## src/rtl/conv3x3_mac.sv

```systemverilog
// 3x3 signed convolution MAC: nine runtime-loaded weights, three-stage
// multiply / row-sum / total pipeline, and frame coordinate tracking.
module conv3x3_mac #(
  parameter int DATA_W = 9,
  parameter int IMG_W  = 32,
  parameter int IMG_H  = 32,
  parameter int ACC_W  = 2*DATA_W+4
) (
  input  logic                       clk,
  input  logic                       rst,
  input  logic                       in_valid,
  input  logic signed [DATA_W-1:0]   win0,
  input  logic signed [DATA_W-1:0]   win1,
  input  logic signed [DATA_W-1:0]   win2,
  input  logic signed [DATA_W-1:0]   win3,
  input  logic signed [DATA_W-1:0]   win4,
  input  logic signed [DATA_W-1:0]   win5,
  input  logic signed [DATA_W-1:0]   win6,
  input  logic signed [DATA_W-1:0]   win7,
  input  logic signed [DATA_W-1:0]   win8,
  input  logic                       wgt_load,
  input  logic signed [DATA_W-1:0]   wgt_in,
  output logic                       ready,
  output logic                       out_valid,
  output logic signed [ACC_W-1:0]    out_data,
  output logic [$clog2(IMG_H)-1:0]   out_row,
  output logic [$clog2(IMG_W)-1:0]   out_col,
  output logic                       frame_done
);

  localparam int ROW_W  = $clog2(IMG_H);
  localparam int COL_W  = $clog2(IMG_W);
  localparam int PROD_W = 2*DATA_W;
  localparam int RSUM_W = PROD_W+2;

  typedef enum logic [1:0] {IDLE, LOAD, RUN} state_e;

  state_e                    state_q, state_d;
  logic [3:0]                cnt_q, cnt_d;
  logic signed [DATA_W-1:0]  w_q [9];
  logic signed [DATA_W-1:0]  w_d [9];
  logic [ROW_W-1:0]          row_q, row_d;
  logic [COL_W-1:0]          col_q, col_d;

  logic signed [DATA_W-1:0]  win [9];
  logic signed [PROD_W-1:0]  prod_d [9];
  logic signed [PROD_W-1:0]  prod_q [9];
  logic signed [RSUM_W-1:0]  rsum_d [3];
  logic signed [RSUM_W-1:0]  rsum_q [3];
  logic signed [ACC_W-1:0]   total;

  logic                      accept, produce, last_pix;
  logic                      v1_q, v2_q;
  logic [ROW_W-1:0]          row1_q, row2_q;
  logic [COL_W-1:0]          col1_q, col2_q;
  logic                      last1_q, last2_q;

  assign win = '{win0, win1, win2, win3, win4, win5, win6, win7, win8};

  // Weight-load FSM; a load strobe always takes priority over window traffic.
  always_comb begin
    // NOTE: every signal gets a default before the case so no path leaves it unassigned (no latch).
    state_d = state_q;
    cnt_d   = cnt_q;
    w_d     = w_q;
    case (state_q)
      IDLE, RUN: begin
        if (wgt_load) begin
          w_d[0]  = wgt_in;
          cnt_d   = 4'd1;
          state_d = LOAD;
        end
      end
      LOAD: begin
        if (wgt_load) begin
          w_d[cnt_q] = wgt_in;
          if (cnt_q == 4'd8) begin
            cnt_d   = 4'd0;
            state_d = RUN;
          end else begin
            cnt_d = cnt_q + 4'd1;
          end
        end else begin
          cnt_d   = 4'd0;
          state_d = IDLE;
        end
      end
      default: state_d = IDLE;
    endcase
  end

  assign ready    = (state_q == RUN);
  assign accept   = in_valid && (state_q == RUN) && !wgt_load;
  assign produce  = accept && (row_q >= ROW_W'(2)) && (col_q >= COL_W'(2));
  assign last_pix = (row_q == ROW_W'(IMG_H-1)) && (col_q == COL_W'(IMG_W-1));

  always_comb begin
    row_d = row_q;
    col_d = col_q;
    if (accept) begin
      if (col_q == COL_W'(IMG_W-1)) begin
        col_d = '0;
        row_d = (row_q == ROW_W'(IMG_H-1)) ? '0 : row_q + ROW_W'(1);
      end else begin
        col_d = col_q + COL_W'(1);
      end
    end
  end

  always_comb begin
    for (int k = 0; k < 9; k++) prod_d[k] = PROD_W'(win[k]) * PROD_W'(w_q[k]);
    for (int r = 0; r < 3; r++)
      rsum_d[r] = RSUM_W'(prod_q[3*r]) + RSUM_W'(prod_q[3*r+1]) + RSUM_W'(prod_q[3*r+2]);
    total = ACC_W'(rsum_q[0]) + ACC_W'(rsum_q[1]) + ACC_W'(rsum_q[2]);
  end

  always_ff @(posedge clk) begin
    if (rst) begin
      // NOTE: state registers use non-blocking assignment so every flop samples pre-edge values.
      state_q    <= IDLE;
      cnt_q      <= '0;
      for (int k = 0; k < 9; k++) w_q[k] <= '0;
      row_q      <= '0;
      col_q      <= '0;
      v1_q       <= 1'b0;
      v2_q       <= 1'b0;
      out_valid  <= 1'b0;
      frame_done <= 1'b0;
      out_data   <= '0;
      out_row    <= '0;
      out_col    <= '0;
    end else begin
      state_q    <= state_d;
      cnt_q      <= cnt_d;
      w_q        <= w_d;
      row_q      <= row_d;
      col_q      <= col_d;
      v1_q       <= produce;
      v2_q       <= v1_q;
      out_valid  <= v2_q;
      frame_done <= v2_q && last2_q;
      if (v2_q) begin
        out_data <= total;
        out_row  <= row2_q;
        out_col  <= col2_q;
      end
    end
  end

  // NOTE: datapath stages carry no reset; the valid bits above decide whether their contents matter.
  always_ff @(posedge clk) begin
    if (produce) begin
      prod_q  <= prod_d;
      row1_q  <= row_q;
      col1_q  <= col_q;
      last1_q <= last_pix;
    end
    if (v1_q) begin
      rsum_q  <= rsum_d;
      row2_q  <= row1_q;
      col2_q  <= col1_q;
      last2_q <= last1_q;
    end
  end

endmodule

```

## config.mk

```make
export PLATFORM = sky130hd
export DESIGN_NAME = conv3x3_mac
export DESIGN_NICKNAME = d
export VERILOG_FILES = /design/src/rtl/conv3x3_mac.sv
export SDC_FILE = /design/constraint.sdc
export NUM_CORES = 2
export LEC_CHECK = 0
export ABC_AREA = 0
export CORE_MARGIN = 2
export CORE_UTILIZATION = 25
export CTS_CLUSTER_DIAMETER = 80
export CTS_CLUSTER_SIZE = 30
export DETAILED_ROUTE_END_ITERATION = 6
export GPL_TIMING_DRIVEN = 1
export PLACE_DENSITY = 0.41
export SLEW_MARGIN = 20
export SYNTH_ARGS = -nofsm -noshare
export SYNTH_HDL_FRONTEND = slang
export SYNTH_SLANG_ARGS = --single-unit
```

## constraint.sdc

```tcl
create_clock -name clk -period 9.72 [get_ports clk]
set_clock_uncertainty 0.1 [all_clocks]
set_input_delay 1.458 -clock clk [delete_from_list [all_inputs] [get_ports clk]]
set_output_delay 1.458 -clock clk [all_outputs]
set_load 0.1 [all_outputs]
```

==> metrics.csv <==
stage;metric;value;unit
die;die-area;178200;µm²
placement;dp.cells;6572;
clock_network;clock_sinks;377;
sta;rsz0062_at_grt;false;
critical_path;startpoint;win2[5];
critical_path;cp.required;9.97;ns
sta;setup_tns;0;ns
clock_network;clockBufferDepth;3;
synth;yosys_register_bits;377;
die;core;173800;µm²
synth;synthCells;4252;
sta;final_max_slew_viol_count;0;
clock_network;cts_setup_buffers;0;
global_route;overflow;0;
detailed_routing;vias;28241;
layout;final_area;48540;µm²
detailed_routing;first_iter_violations;1367;
clock_network;cts_made_buffers;29;
die;fp.dieH;422.1;µm
sta;setup_ws;3.271;ns
placement;dpl_worst_slack;2.606;ns
die;pin_count;129;
critical_path;arrival;6.70;ns
critical_path;crit_path_max_fanout;9;
detailed_routing;drt_wl_total;109.8;mm
hold_path;hold_class;flip-flop to flip-flop;
power_and_ir_drop;p_per_area;71.64;nW/µm²
sta;worstMarginPinSlew;1.130;ns
layout;final_common_cell;fa_1;
placement;detailed_place_hpwl;90.21;mm
sta;period_share;66.35;%
power_and_ir_drop;swShare;28.62;%
power_and_ir_drop;p_clk_share;39.4;%
placement;port_buffers;128;
layout;fin_nets;5506;
critical_path;cp_top_family;adder cells;
global_route;antenna_found_initial;9;
global_route;grt_max_degree;104;
layout;fin_cells;6630;
synth;yosysUniqueCellTypes;71;
synth;synth_top_area_share;32.43;%
sta;setup_viol;0;
synth;syn_nets;5480;
clock_network;clkTransAtPathRegs;0.10;ns
critical_path;worst_path_most_repeated_cell;fa_1;
clock_network;cts_resized;0;
power_and_ir_drop;power_frac_seq;49.2;%
synth;syn_area_per_cell;10.28;µm²
detailed_routing;drtPass1Iterations;6;
synth;yosysWarnings;0;
critical_path;r2r-start;w_q[18];
clock_network;tritoncts;built;
detailed_routing;wl_per_cell;16.56;µm
critical_path;critPathLaunchType;input pin;
clock_network;hold_buffers;0;
synth;async_flop_share;0;%
layout;mostFrequentLayoutCells;fa_1, inv_1, nand2_1, ha_1, and2_1;
global_route;grt_util_all_layers;12.66;%
job;max_cap_violations;0;
sta;finalCriticalPeriod;6.449;ns
sta;slew_headroom;24.42;%
die;chipWidth;422.1;µm
power_and_ir_drop;leakagePower;22.66;nW
sta;finalHoldViolations;0;
layout;syn_to_final_growth;11.05;%
power_and_ir_drop;power.total;3.478;mW
synth;syn_area;43710;µm²
synth;synth.largest_area_cell;fa_1;
global_route;grt_pass1_wl;177.7;mm
critical_path;cpMaxStageDelayCell;clkdlybuf4s50_1;
synth;yosysSeqAreaShare;22.85;%
power_and_ir_drop;combPwrFrac;11.4;%
hold_path;holdCritStartpoint;row1_q[3];
power_and_ir_drop;vdd_drop_max;118.9;µV
power_and_ir_drop;p_sw;995.2;µW
detailed_routing;route.detailed.drc;0;
critical_path;max_stage_delay;0.73;ns
status;status;completed;
sta;max_freq;155.1;MHz
die;initial_core_util;25.15;%
power_and_ir_drop;p_int;2.482;mW
synth;synth_top_flop_cell;edfxtp_1;
detailed_routing;ant_nets;0;
critical_path;end_kind;flip-flop;
clock_network;clock_latency;0.63;ns
layout;drive_gt1_share;2.953;%
synth;synth_edf_count;244;
placement;gp_congestion;0.7705;
synth;netlist_top_cells_area;fa_1, edfxtp_1, ha_1;
detailed_routing;drt-vias-per-instance;4.260;
clock_network;cts_root_buf;clkbuf_16;
critical_path;crit_buf_inv;4;
die;row_count;153;
placement;placed_area;47460;µm²
global_route;grt_pass1_vias;30037;
layout;fill_cells;18491;
critical_path;critical_path_class;input pin to flip-flop;
clock_network;cts_max_level;1;
critical_path;worstPathCellList;clkdlybuf4s50_1, nand2_1, fa_1, inv_1, fa_1, ha_1, inv_1, fa_1, inv_1, ha_1, ha_1, fa_1, a21o_1, a21oi_1, o21ai_0, a31oi_1, nor2b_1, o21a_1, o41ai_2, xnor2_1;
[cells in the mapped netlist (3+ instances only)]
library cell and number:
nand3_1 94, xnor2_1 178, a21oi_1 209, nor4_1 6, or2_2 8, nand4_1 11, o211a_1 3, o21ai_1 3
mux2_2 9, nand2b_1 36, inv_1 662, o41ai_2 4, o21bai_1 17, dfxtp_1 133, ha_1 426, a22o_1 4
edfxtp_1 244, and4_1 5, xor2_1 49, a31oi_1 9, o211ai_1 3, clkbuf_1 147, fa_1 708, a211o_1 3
a41o_1 3, o41ai_1 3, mux2i_1 28, o2111ai_1 3, o21a_1 25, a211oi_1 12, a21o_1 45, nor2b_1 88
nor2_1 132, nand2_1 483, o22ai_1 4, o31a_1 5, or4_1 4, o21ai_0 46, and3_1 13, and2_1 296
nor3_1 38, or3_1 14
[metal layers]
metal  track usage [%]  routed length [µm]  vias up
met2             21.04               51780      313
met1             18.02               53010    14292
met4             2.048                1910        0
met5                 0                   0        -
li1                  -                   -    13563
met3             1.278                3092       73
[power groups by stage]
stage | sequential (mW) | combinational (mW) | clock, mW
finish | 1.71 | 0.396 | 1.37
global route | 1.71 | 0.453 | 1.49
CTS | 1.71 | 0.408 | 1.43
detailed placement | 1.75 | 0.403 | 0
global placement | 1.75 | 0.402 | 0
floorplan | 1.74 | 0.254 | 0
[metrics by stage]
step / util, % / hold WS [ns]
after detailed placement: 27.31 / 0.3061
after global routing: 27.92 / 0.3348
after CTS: 27.92 / 0.3299
after global placement: 27.31 / 0.3003
final: 27.93 / 0.3273
after floorplan: - / 0.3003
[worst paths after layout]
path | to | slack [ns] | cells after the start
max | prod_q[125] | 3.27 | 20
min | row2_q[3] | 0.33 | 0
max reg2reg | prod_q[53] | 4.18 | 19
min reg2reg | row2_q[3] | 0.33 | 0
[layout make-up]
cell class / count / area, µm² / area share (%)
inverter: 662 / 2485 / 5.119
clock inverter: 22 / 310.3 / 0.6393
tap: 2325 / 2909 / 5.993
antenna: 5 / 12.51 / 0.02578
clock buffer: 31 / 753.2 / 1.552
multi-input combinational: 3062 / 30680 / 63.21
timing repair buffer: 146 / 1391 / 2.866
sequential: 377 / 9995 / 20.59
[flip-flops by register name, summed over array words and instances (netlist names), 22 cells and up]
signal	cells
rsum_q	60
out_data	22
w_q	81
prod_q	162
[cells by family after synthesis]
group                      share of synthesized area (%)
xor gates and xnor gates                           4.548
buffers and inverters                              6.987
and+or+nand+nor                                    13.92
DFF                                                22.85
adders and majority gates                          44.62
AOI/OAI and AO/OA                                  6.200
muxes                                             0.8731
No activity file was read; power rests on OpenSTA's default activity.
